## src/rtl/mips_multicycle_ctrl.sv

```systemverilog
// Main control FSM for the multicycle MIPS datapath (fetch/decode/execute/memory/writeback).
// Optional macro DIV_WAIT_EN adds a DIVWAIT state that stalls R-type DIV on an external divider.
module mips_multicycle_ctrl #(
    parameter int DIV_MAX_CYCLES = 64
) (
    input  logic       clk,
    input  logic       reset,
    input  logic [5:0] opcode,
    input  logic [5:0] funct,
    input  logic       zero,
    input  logic       div_done,
    output logic       pc_en,
    output logic       iord,
    output logic       mem_write,
    output logic       ir_write,
    output logic       reg_dst,
    output logic       mem_to_reg,
    output logic       reg_write,
    output logic       alu_src_a,
    output logic [1:0] alu_src_b,
    output logic [1:0] alu_op,
    output logic [1:0] pc_src,
    output logic       div_start,
    output logic       div_timeout,
    output logic [3:0] state
);

    typedef enum logic [3:0] {
        S_FETCH   = 4'd0,  S_DECODE = 4'd1,  S_MEMADR = 4'd2,  S_MEMRD  = 4'd3,
        S_MEMWB   = 4'd4,  S_MEMWR  = 4'd5,  S_EXEC   = 4'd6,  S_ALUWB  = 4'd7,
        S_BRANCH  = 4'd8,  S_ADDIEX = 4'd9,  S_ADDIWB = 4'd10, S_JUMP   = 4'd11,
        S_DIVWAIT = 4'd12
    } state_t;

    typedef struct packed {
        logic       iord;
        logic       mem_write;
        logic       ir_write;
        logic       reg_dst;
        logic       mem_to_reg;
        logic       reg_write;
        logic       alu_src_a;
        logic [1:0] alu_src_b;
        logic [1:0] alu_op;
        logic [1:0] pc_src;
        logic       pc_write;
        logic       branch;
        logic       div_start;
    } ctrl_t;

    localparam logic [5:0] OP_LW    = 6'b100011;
    localparam logic [5:0] OP_SW    = 6'b101011;
    localparam logic [5:0] OP_RTYPE = 6'b000000;
    localparam logic [5:0] OP_BEQ   = 6'b000100;
    localparam logic [5:0] OP_ADDI  = 6'b001000;
    localparam logic [5:0] OP_J     = 6'b000010;
    localparam logic [5:0] FN_DIV   = 6'b011010;

    state_t r_state;
    state_t w_next;
    ctrl_t  r_ctl;
    logic   r_div_timeout;
    logic   w_timeout;
    logic   w_div_fn;

`ifdef DIV_WAIT_EN
    localparam int CNT_W = (DIV_MAX_CYCLES > 1) ? $clog2(DIV_MAX_CYCLES) : 1;
    logic [CNT_W-1:0] r_div_cnt;
    assign w_div_fn = (funct == FN_DIV);
`else
    logic w_unused;
    assign w_div_fn = 1'b0;
    assign w_unused = ^{funct, div_done, DIV_MAX_CYCLES > 0};
`endif

    // Moore output table, applied to the next state so outputs leave the flops with the state.
    function automatic ctrl_t decode(input state_t s, input logic div_fn);
        decode = '0;
        case (s)
            S_FETCH:   begin decode.ir_write = 1'b1; decode.pc_write = 1'b1; decode.alu_src_b = 2'b01; end
            S_DECODE:  decode.alu_src_b = 2'b11;
            S_MEMADR:  begin decode.alu_src_a = 1'b1; decode.alu_src_b = 2'b10; end
            S_MEMRD:   decode.iord = 1'b1;
            S_MEMWB:   begin decode.reg_write = 1'b1; decode.mem_to_reg = 1'b1; end
            S_MEMWR:   begin decode.iord = 1'b1; decode.mem_write = 1'b1; end
            S_EXEC:    begin decode.alu_src_a = 1'b1; decode.alu_op = 2'b10; decode.div_start = div_fn; end
            S_ALUWB:   begin decode.reg_write = 1'b1; decode.reg_dst = 1'b1; end
            S_BRANCH:  begin
                decode.alu_src_a = 1'b1; decode.alu_op = 2'b01;
                decode.pc_src = 2'b01;   decode.branch = 1'b1;
            end
            S_ADDIEX:  begin decode.alu_src_a = 1'b1; decode.alu_src_b = 2'b10; end
            S_ADDIWB:  decode.reg_write = 1'b1;
            S_JUMP:    begin decode.pc_src = 2'b10; decode.pc_write = 1'b1; end
            S_DIVWAIT: begin decode.alu_src_a = 1'b1; decode.alu_op = 2'b10; end
            default:   decode = '0;
        endcase
    endfunction

    always_comb begin
        // NOTE: defaults first so every path assigns every variable; no latches inferred.
        w_next    = S_FETCH;
        w_timeout = 1'b0;
        case (r_state)
            S_FETCH:  w_next = S_DECODE;
            S_DECODE: begin
                case (opcode)
                    OP_LW, OP_SW: w_next = S_MEMADR;
                    OP_RTYPE:     w_next = S_EXEC;
                    OP_BEQ:       w_next = S_BRANCH;
                    OP_ADDI:      w_next = S_ADDIEX;
                    OP_J:         w_next = S_JUMP;
                    default:      w_next = S_FETCH;
                endcase
            end
            S_MEMADR: w_next = (opcode == OP_SW) ? S_MEMWR : S_MEMRD;
            S_MEMRD:  w_next = S_MEMWB;
            S_EXEC:   w_next = w_div_fn ? S_DIVWAIT : S_ALUWB;
            S_ADDIEX: w_next = S_ADDIWB;
`ifdef DIV_WAIT_EN
            S_DIVWAIT: begin
                if (div_done) begin
                    w_next = S_ALUWB;
                end else if (r_div_cnt == CNT_W'(DIV_MAX_CYCLES - 1)) begin
                    w_next    = S_FETCH;
                    w_timeout = 1'b1;
                end else begin
                    w_next = S_DIVWAIT;
                end
            end
`endif
            default:  w_next = S_FETCH;
        endcase
    end

    // NOTE: state and registered outputs update with non-blocking assignments only.
    always_ff @(posedge clk or posedge reset) begin
        if (reset) begin
            r_state       <= S_FETCH;
            r_ctl         <= decode(S_FETCH, 1'b0);
            r_div_timeout <= 1'b0;
`ifdef DIV_WAIT_EN
            r_div_cnt     <= '0;
`endif
        end else begin
            r_state       <= w_next;
            r_ctl         <= decode(w_next, w_div_fn);
            r_div_timeout <= w_timeout;
`ifdef DIV_WAIT_EN
            if (r_state == S_DIVWAIT && w_next == S_DIVWAIT)
                r_div_cnt <= r_div_cnt + 1'b1;
            else
                r_div_cnt <= '0;
`endif
        end
    end

    // The flops hold FETCH's controls through reset; gating by reset blanks every strobe
    // while asserted and lets FETCH act in the very first cycle after release.
    assign pc_en       = (r_ctl.pc_write | (r_ctl.branch & zero)) & ~reset;
    assign iord        = r_ctl.iord       & ~reset;
    assign mem_write   = r_ctl.mem_write  & ~reset;
    assign ir_write    = r_ctl.ir_write   & ~reset;
    assign reg_dst     = r_ctl.reg_dst    & ~reset;
    assign mem_to_reg  = r_ctl.mem_to_reg & ~reset;
    assign reg_write   = r_ctl.reg_write  & ~reset;
    assign alu_src_a   = r_ctl.alu_src_a  & ~reset;
    assign alu_src_b   = r_ctl.alu_src_b  & {2{~reset}};
    assign alu_op      = r_ctl.alu_op     & {2{~reset}};
    assign pc_src      = r_ctl.pc_src     & {2{~reset}};
    assign div_start   = r_ctl.div_start  & ~reset;
    assign div_timeout = r_div_timeout    & ~reset;
    assign state       = r_state;

endmodule

```

## config.mk

```make
export PLATFORM = sky130hd
export DESIGN_NAME = mips_multicycle_ctrl
export DESIGN_NICKNAME = d
export VERILOG_FILES = /design/src/rtl/mips_multicycle_ctrl.sv
export SDC_FILE = /design/constraint.sdc
export NUM_CORES = 1
export LEC_CHECK = 0
export CORE_AREA = 3 3 58 60
export CTS_CLUSTER_DIAMETER = 120
export DETAILED_ROUTE_END_ITERATION = 10
export DIE_AREA = 0 0 61 63
export PLACE_DENSITY = 0.64
export SYNTH_ARGS = -nofsm -noshare
export SYNTH_HDL_FRONTEND = slang
export SYNTH_SLANG_ARGS = --single-unit
```

## constraint.sdc

```tcl
create_clock -name clk -period 1.83 [get_ports clk]
set_input_delay 0.549 -clock clk [delete_from_list [all_inputs] [get_ports clk]]
set_output_delay 0.549 -clock clk [all_outputs]
set_load 0.1 [all_outputs]
```

==> reports/results.txt, run 1 <==
status = finished clean
Iteration-0 DRC Markers = 14
layout cells sized above 1 = 51.9%
CTS Buffer Depth = 2
Pins Over Slew Limit = 0
Top FF cell, synth = dfrtp_1
Die ar. = 0.00384 mm2
GRT Util Overall = 14.2%
Int Pwr = 1.12 mW
Synth Warn # = 0
Sw Share = 48.2%
Nets = 150
WP data required = 1.28 ns
Synth Area per Inst = 10.5 um2
Fin Setup TNS = 0 ns
Reg-to-Reg End = r_ctl[8]$_DFF_PP0_
Mapped Area = 0.00101 mm2
Leak Pwr = 0.795 nW
leading post-synthesis cells by cell area = dfrtp_1 35%, dfstp_2 7.8%, nor2b_1 7.4%
Hold Vio Cnt, Final = 0
vias = 824
residual DRC count = 0
P per Cell Area = 1270 mW/mm2
sequential share of power = 26.7%
worst skew pair latency = 0.29 ns
largest net degree at the start of global routing = 13
Yosys top cell by area = dfrtp_1
Starting Density = 34.1%
Tcrit/Tclk final = 96.9%
final cell utilization of the core = 57.6%
Yosys cell types = 44
initial antenna violation count = 0
global placement routability congestion = 0.841
WS Path Type = in2out
Rows = 20
Synth async-reset ratio = 100%
area share of the largest cell type after synthesis = 34.5%
worst-case reg-to-reg path depth = 5
peak fanout along the critical path = 7
final setup vio count = 0
antenna-violating nets left = 0
core area = 0.00298 mm2
via-per-instance ratio = 4.96
non-filler cells, final = 166
first-pass GRT wire length = 4200 um
WP data arrival = 1.22 ns
I/O Buffers = 26
# IOs = 36
RR Startpoint = state[2]$_DFF_PP0_
dpl cells = 160
Die Y = 63 um
register area share after synthesis = 42.3%
min Tclk post-route = 1.77 ns
Remaining Overflow, GRT = 0
FF+latch count, synth = 17
Worst Skew = 0.00356 ns
register-to-register setup slack = 0.24 ns
Layout area overhead = 69.1%
crit path launch type = input pin
CTS H-tree depth = 1
CTS clk-pin slew, worst paths = 0.09 ns
Routed Wire Length = 2240 um
Crit. End Element = output pin
Post-Synthesis Cells = 97
Layout Cell Area excl Fill = 0.00172 mm2
Hold-fix buffers, CTS = 0
WL/cell = 13.5 um
# fillers = 260
RSZ-0062 raised after global routing = no
post-placement cell area = 0.00164 mm2
HPWL Detailed = 1700 um
number of flops mapped to enable cells by yosys = 0
vias in the first global route = 916
Psw = 1.05 mW
chip width = 61 um
worst vdd ir = 0.000438 V
clk root buf = clkbuf_4
Comb power frac = 64.4%
f_max = 564 MHz
n_diodes = 0
first-pass iteration count of the detailed router = 2
total of max-cap violations = 0
clock share of power = 8.9%
Num Clock Sinks = 17
CTS tree = yes
Hold Path Class = in2async
CTS buffer count = 3
cell type report:
cell class	count	area (um2)	share of cell area [%]
clock buffer	4	26.3	1.53
timing repair buffer	38	581	33.8
inverter	6	22.5	1.31
multi-input combinational	68	613	35.7
tap	33	41.3	2.41
sequential	17	432	25.2
through the flow:
stage / hold slack [ns] / setup slack, ns / power (mW)
after global placement: 0.628 / -0.276 / 1.94
after detailed placement: 0.634 / -0.351 / 1.96
after global routing: 0.407 / 0.0269 / 2.28
after CTS: 0.393 / 0.00208 / 2.17
final: 0.389 / 0.0572 / 2.17
after floorplan: 0.664 / -0.233 / 1.56
registers in the layout, indices dropped and copies added (netlist names):
signal	count
state	4
r_ctl	13
critical path, cell delays in order:
cell and delay [ns]:
buf_2 0.15, buf_12 0.16, nor2b_4 0.17, buf_12 0.19
cell usage in the layout (no fill, tap or decap), types with 3 or more instances in the layout:
| cell | synthesis | routed |
|---|---|---|
| buf_12 | 0 | 20 |
| nor2b_4 | 0 | 12 |
| dfrtp_1 | 14 | 12 |
| buf_4 | 3 | 9 |
| nor2_1 | 9 | 8 |
| inv_1 | 6 | 6 |
| dlymetal6s2s_1 | 0 | 5 |
| nor3_1 | 4 | 4 |
| nand2_1 | 3 | 3 |
| clkbuf_4 | 0 | 3 |
| dfstp_2 | 3 | 3 |
routing by layer:
layer / up-vias / track usage (%) / part of all wire (%)
met5: - / 0 / 0
met4: 0 / 6.50 / 2.4
met3: 6 / 1.45 / 3.7
met2: 25 / 23.9 / 55
met1: 392 / 17.5 / 39
li1: 401 / - / -
Yosys cell counts (2+ instances only):
master    number
a21oi_1        2
and2_1         2
buf_4          3
clkbuf_8       2
dfrtp_1       14
dfstp_2        3
inv_1          6
nand2_1        3
nand3_1        2
nor2_1         9
nor2b_1       12
nor3_1         4
o211ai_1       2
or3_1          2
xor2_1         2
repair_timing:
| item | in CTS | in global routing |
|---|---|---|
| resized for setup | 8 | 7 |
| gates cloned | 1 | 0 |
| buffers inserted | 0 | 1 |
| endpoints found under the setup margin | 17 | 7 |
| pin swaps | 1 | 2 |
kinds of logic after synthesis:
logic type / synth area share, %
flip-flops: 42.3
AO/OA/AOI/OAI: 16.4
XOR/XNOR: 2.59
buffers and inverters: 8.63
AND/OR/NAND/NOR: 29.7
other: 0.370
worst max-delay path by stage:
stage / from / slack, ns / cells after the start / to
6_report: reset / 0.06 / 4 / pc_src[0]
3_5_place_dp: opcode[3] / -0.35 / 6 / r_ctl[2]$_DFF_PP1_
5_1_grt: reset / 0.03 / 4 / alu_op[0]
2_1_floorplan: reset / -0.23 / 3 / pc_src[0]
3_3_place_gp: opcode[3] / -0.28 / 6 / r_ctl[9]$_DFF_PP0_
4_1_cts: opcode[5] / 0.002 / 6 / r_ctl[9]$_DFF_PP0_
power by group through the flow:
stage                     Combinational (mW)  Sequential, mW  Clock (mW)
after floorplan                        0.820           0.741           0
after global placement                  1.35           0.581           0
after detailed placement                1.37           0.585           0
after CTS                               1.39           0.584       0.197
after global routing                    1.47           0.594       0.217
final                                   1.40           0.580       0.193
No activity file was read; power rests on OpenSTA's default activity.
==> run 2: changes to the inputs <==
--- a/config.mk
+++ b/config.mk
@@ -9,7 +9,7 @@
 export CTS_CLUSTER_DIAMETER = 120
 export DETAILED_ROUTE_END_ITERATION = 10
 export DIE_AREA = 0 0 61 63
-export PLACE_DENSITY = 0.64
+export PLACE_DENSITY = 0.7
 export SYNTH_ARGS = -nofsm -noshare
 export SYNTH_HDL_FRONTEND = slang
 export SYNTH_SLANG_ARGS = --single-unit
==> reports/results.txt, run 2 (same netlist as run 1, synthesis figures left out) <==
status = finished clean
Die Y = 63 um
P per Cell Area = 1260 mW/mm2
Hold Vio Cnt, Final = 0
Worst Skew = 0.000671 ns
CTS Buffer Depth = 2
Layout area overhead = 69.3%
Rows = 20
max reg flops = 13
area occupied by multi-input gates = 618 um2
Tcrit/Tclk final = 97.5%
# fillers = 249
RR Startpoint = state[0]$_DFF_PP0_
Num Clock Sinks = 17
Hold-fix buffers, CTS = 0
worst skew pair latency = 0.29 ns
min Tclk post-route = 1.78 ns
residual DRC count = 0
vias in the first global route = 865
Worst Tran Pin Value = 0.511 ns
Pins Over Slew Limit = 0
Starting Density = 34.1%
dpl cells = 161
register-to-register setup slack = 0.13 ns
final worst setup slack = 0.0466 ns
Crit. End Element = register
initial antenna violation count = 0
most frequent cells in the layout = 19 x buf_12, 12 x nor2b_4, 12 x dfrtp_1
n_diodes = 0
WP data arrival = 1.97 ns
Nets = 151
HPWL Detailed = 1670 um
Routed Wire Length = 2110 um
Leak Pwr = 0.796 nW
non-filler cells, final = 167
core area = 0.00298 mm2
CTS tree = yes
leading cell type in the layout, fill and taps excluded = buf_12
Top reg by flops = r_ctl
DP Worst Slack = -0.311 ns
Remaining Overflow, GRT = 0
Fin Setup TNS = 0 ns
Reg-to-Reg End = r_ctl[8]$_DFF_PP0_
WL/cell = 12.6 um
GRT Util Overall = 12.7%
CTS buffer count = 3
Die ar. = 0.00384 mm2
CTS clk-pin slew, worst paths = 0.09 ns
final setup vio count = 0
total of max-cap violations = 0
Max-Slew Margin vs Limit = 66.0%
antenna-violating nets left = 0
layout cells sized above 1 = 53.7%
WP data required = 2.01 ns
I/O Buffers = 26
crit path launch type = input pin
chip width = 61 um
Reg area = 432 um2
Iteration-0 DRC Markers = 27
vias = 809
f_max = 561 MHz
via-per-instance ratio = 4.84
clk root buf = clkbuf_4
# IOs = 36
CTS H-tree depth = 1
worst vdd ir = 0.000328 V
first-pass GRT wire length = 3800 um
Hold Path Class = in2async
largest net degree at the start of global routing = 17
worst-case reg-to-reg path depth = 6
first-pass iteration count of the detailed router = 4
global placement routability congestion = 0.803
peak fanout along the critical path = 4
WS Path Type = in2reg
RSZ-0062 raised after global routing = yes
run 2: power breakdown:
part	total [mW]	switching, mW	internal (mW)	leakage (nW)
sequential	0.618	0.126	0.491	0.219
combinational	1.35	0.804	0.543	0.559
clock	0.198	0.116	0.0815	0.0177
total	2.16	1.05	1.12	0.796
run 2: layout make-up:
cell class	instances	share of cell area, %
Clock inverter	1	0.291
Sequential cell	17	25.1
Inverter	6	1.31
Timing Repair Buffer	39	33.6
Tap cell	33	2.40
Clock buffer	3	1.31
Multi-Input combinational cell	68	36.0
run 2: metrics by stage:
stage / area (um2) / util, % / total power [mW] / hold slack [ns]
5_1_grt: 1720 / 57.7 / 2.26 / 0.292
4_1_cts: 1680 / 56.5 / 2.17 / 0.291
3_5_place_dp: 1630 / 54.7 / 1.96 / 0.643
2_1_floorplan: 1150 / - / 1.56 / 0.664
3_3_place_gp: 1630 / 54.7 / 1.92 / 0.626
6_report: 1720 / 57.7 / 2.16 / 0.299
run 2: critical path: stages:
cell and delay, ns:
clkdlybuf4s50_1 0.58, and3_1 0.19, o211ai_1 0.08, buf_4 0.16, and2_1 0.14, a21boi_1 0.16
o22ai_2 0.09
run 2: how the worst max path moves through the flow:
stage / from / end / slack [ns]
6_report: opcode[5] / r_ctl[8]$_DFF_PP0_ / 0.05
2_1_floorplan: reset / pc_src[0] / -0.23
4_1_cts: opcode[3] / r_ctl[2]$_DFF_PP1_ / 0.005
3_5_place_dp: opcode[3] / r_ctl[9]$_DFF_PP0_ / -0.31
5_1_grt: opcode[5] / r_ctl[8]$_DFF_PP0_ / -0.03
3_3_place_gp: opcode[3] / r_ctl[9]$_DFF_PP0_ / -0.28
run 2: repair_timing:
action                     4_1_cts  5_1_grt
pin swaps                        1        2
cloned                           1        0
setup endpoints to repair       14        6
gates resized for setup          7        8
setup buffers                    0        1
run 2: per-layer routing:
metal | GRT usage [%] | wire [um]
met1 | 16.4 | 870
met2 | 20.9 | 1110
met3 | 1.86 | 93
met4 | 4.88 | 33
met5 | 0 | 0
==> run 3: changes to the inputs <==
--- a/config.mk
+++ b/config.mk
@@ -10,6 +10,7 @@
 export DETAILED_ROUTE_END_ITERATION = 10
 export DIE_AREA = 0 0 61 63
 export PLACE_DENSITY = 0.7
+export SETUP_SLACK_MARGIN = 0.15
 export SYNTH_ARGS = -nofsm -noshare
 export SYNTH_HDL_FRONTEND = slang
 export SYNTH_SLANG_ARGS = --single-unit
==> reports/results.txt, run 3 (same netlist as run 1, synthesis figures left out) <==
vias in the first global route = 805
max reg flops = 13
min Tclk post-route = 1.73 ns
Top reg by flops = r_ctl
worst-case reg-to-reg path depth = 6
Layout Cell Area excl Fill = 0.00173 mm2
residual DRC count = 0
crit path launch type = input pin
Die Y = 63 um
via-per-instance ratio = 4.98
CTS clk-pin slew, worst paths = 0.10 ns
Comb power frac = 63.9%
largest net degree at the start of global routing = 13
RSZ-0062 raised after global routing = yes
Hold Vio Cnt, Final = 0
Int Pwr = 1.17 mW
f_max = 580 MHz
worst skew pair latency = 0.30 ns
clock share of power = 8.8%
WP data required = 1.28 ns
Hold Path Class = in2async
vias = 836
Die ar. = 0.00384 mm2
WP data arrival = 1.18 ns
Iteration-0 DRC Markers = 11
most frequent cells in the layout = 19 x buf_12, 12 x nor2b_4, 12 x buf_4
peak fanout along the critical path = 1
# fillers = 261
global placement routability congestion = 0.777
first-pass iteration count of the detailed router = 4
Tcrit/Tclk final = 94.3%
Rows = 20
layout cells sized above 1 = 56.3%
CP Depth = 4
# IOs = 36
WL/cell = 13.0 um
dpl cells = 159
Sw Share = 47.6%
RR Startpoint = state[0]$_DFF_PP0_
Nets = 152
CTS Buffer Depth = 2
GRT Util Overall = 12.8%
leading cell type in the layout, fill and taps excluded = buf_12
status = finished clean
initial antenna violation count = 0
non-filler cells, final = 168
WS Path Type = in2out
Hold-fix buffers, CTS = 0
post-placement cell area = 0.00162 mm2
HPWL Detailed = 1740 um
first-pass GRT wire length = 3680 um
antenna-violating nets left = 0
Worst Setup SP = zero
Psw = 1.06 mW
sequential share of power = 27.4%
chip width = 61 um
Worst Path Buf+Inv = 2
core area = 0.00298 mm2
Remaining Overflow, GRT = 0
CP max-delay cell = dlygate4sd2_1
Routed Wire Length = 2180 um
Worst Hold Slack = 0.354 ns
Slowest Stage Delay on Critical Path = 0.24 ns
n_diodes = 0
clk root buf = clkbuf_4
CTS buffer count = 3
Leak Pwr = 0.768 nW
Starting Density = 34.1%
final setup vio count = 0
Num Clock Sinks = 17
Layout area overhead = 70.4%
Crit. End Element = output pin
CTS H-tree depth = 1
CTS tree = yes
critical path cell sequence = dlygate4sd2_1, a21oi_2, nor2_4, buf_12
worst vdd ir = 0.000348 V
I/O Buffers = 26
overall power = 2.23 mW
P per Cell Area = 1290 mW/mm2
total of max-cap violations = 0
Worst Skew = 0.0131 ns
Pins Over Slew Limit = 0
Crit path max-delay family = buffers and inverters
[run 3: final timing paths]
kind,end,slack (ns)
max,pc_en,0.10
min,state[0]$_DFF_PP0_,0.35
max reg2reg,r_ctl[8]$_DFF_PP0_,0.25
min reg2reg,r_ctl[15]$_DFF_PP0_,0.60
max in group asynchronous,r_ctl[11]$_DFF_PP0_,1.07
min in group clk,r_ctl[15]$_DFF_PP0_,0.60
[run 3: what timing repair did]
item / in CTS / in global routing
buffers inserted: 1 / 3
resized for setup: 19 / 2
endpoints found under the setup margin: 21 / 12
pin swaps: 3 / 1
cloned: 1 / 0
[run 3: cell type report]
| type | instances | area [um2] | share of cell area (%) |
|---|---|---|---|
| multi-input combinational | 68 | 627 | 36.3 |
| timing repair buffer | 40 | 574 | 33.2 |
| sequential | 17 | 437 | 25.3 |
| tap | 33 | 41.3 | 2.39 |
| clock buffer | 3 | 22.5 | 1.30 |
| inverter | 6 | 22.5 | 1.30 |
| clock inverter | 1 | 5.00 | 0.289 |
[run 3: power groups by stage]
| stage | combinational, mW | clock (mW) | sequential, mW |
|---|---|---|---|
| 3_5_place_dp | 1.31 | 0 | 0.636 |
| 5_1_grt | 1.50 | 0.223 | 0.622 |
| 6_report | 1.42 | 0.196 | 0.611 |
| 3_3_place_gp | 1.29 | 0 | 0.626 |
| 4_1_cts | 1.34 | 0.205 | 0.630 |
| 2_1_floorplan | 0.821 | 0 | 0.749 |
[run 3: stage by stage]
stage / worst slack (ns) / utilization [%] / setup TNS [ns]
floorplan: -0.232 / - / -0.232
global placement: -0.278 / 54.4 / -5.00
detailed placement: -0.356 / 54.4 / -5.68
CTS: 0.0939 / 57.0 / 0
global route: 0.0588 / 58.1 / 0
finish: 0.105 / 58.1 / 0
[run 3: tightest hold or removal path, cell delays in order]
cell and delay (ns):
buf_8 0.11, buf_16 0.14, inv_1 0.26
[run 3: metal layers]
layer | vias up | global-route usage (%) | share of wire, %
li1 | 402 | - | -
met1 | 405 | 15.9 | 39
met2 | 24 | 20.9 | 54
met3 | 5 | 1.24 | 3.6
met4 | 0 | 7.32 | 2.8
met5 | - | 0 | 0
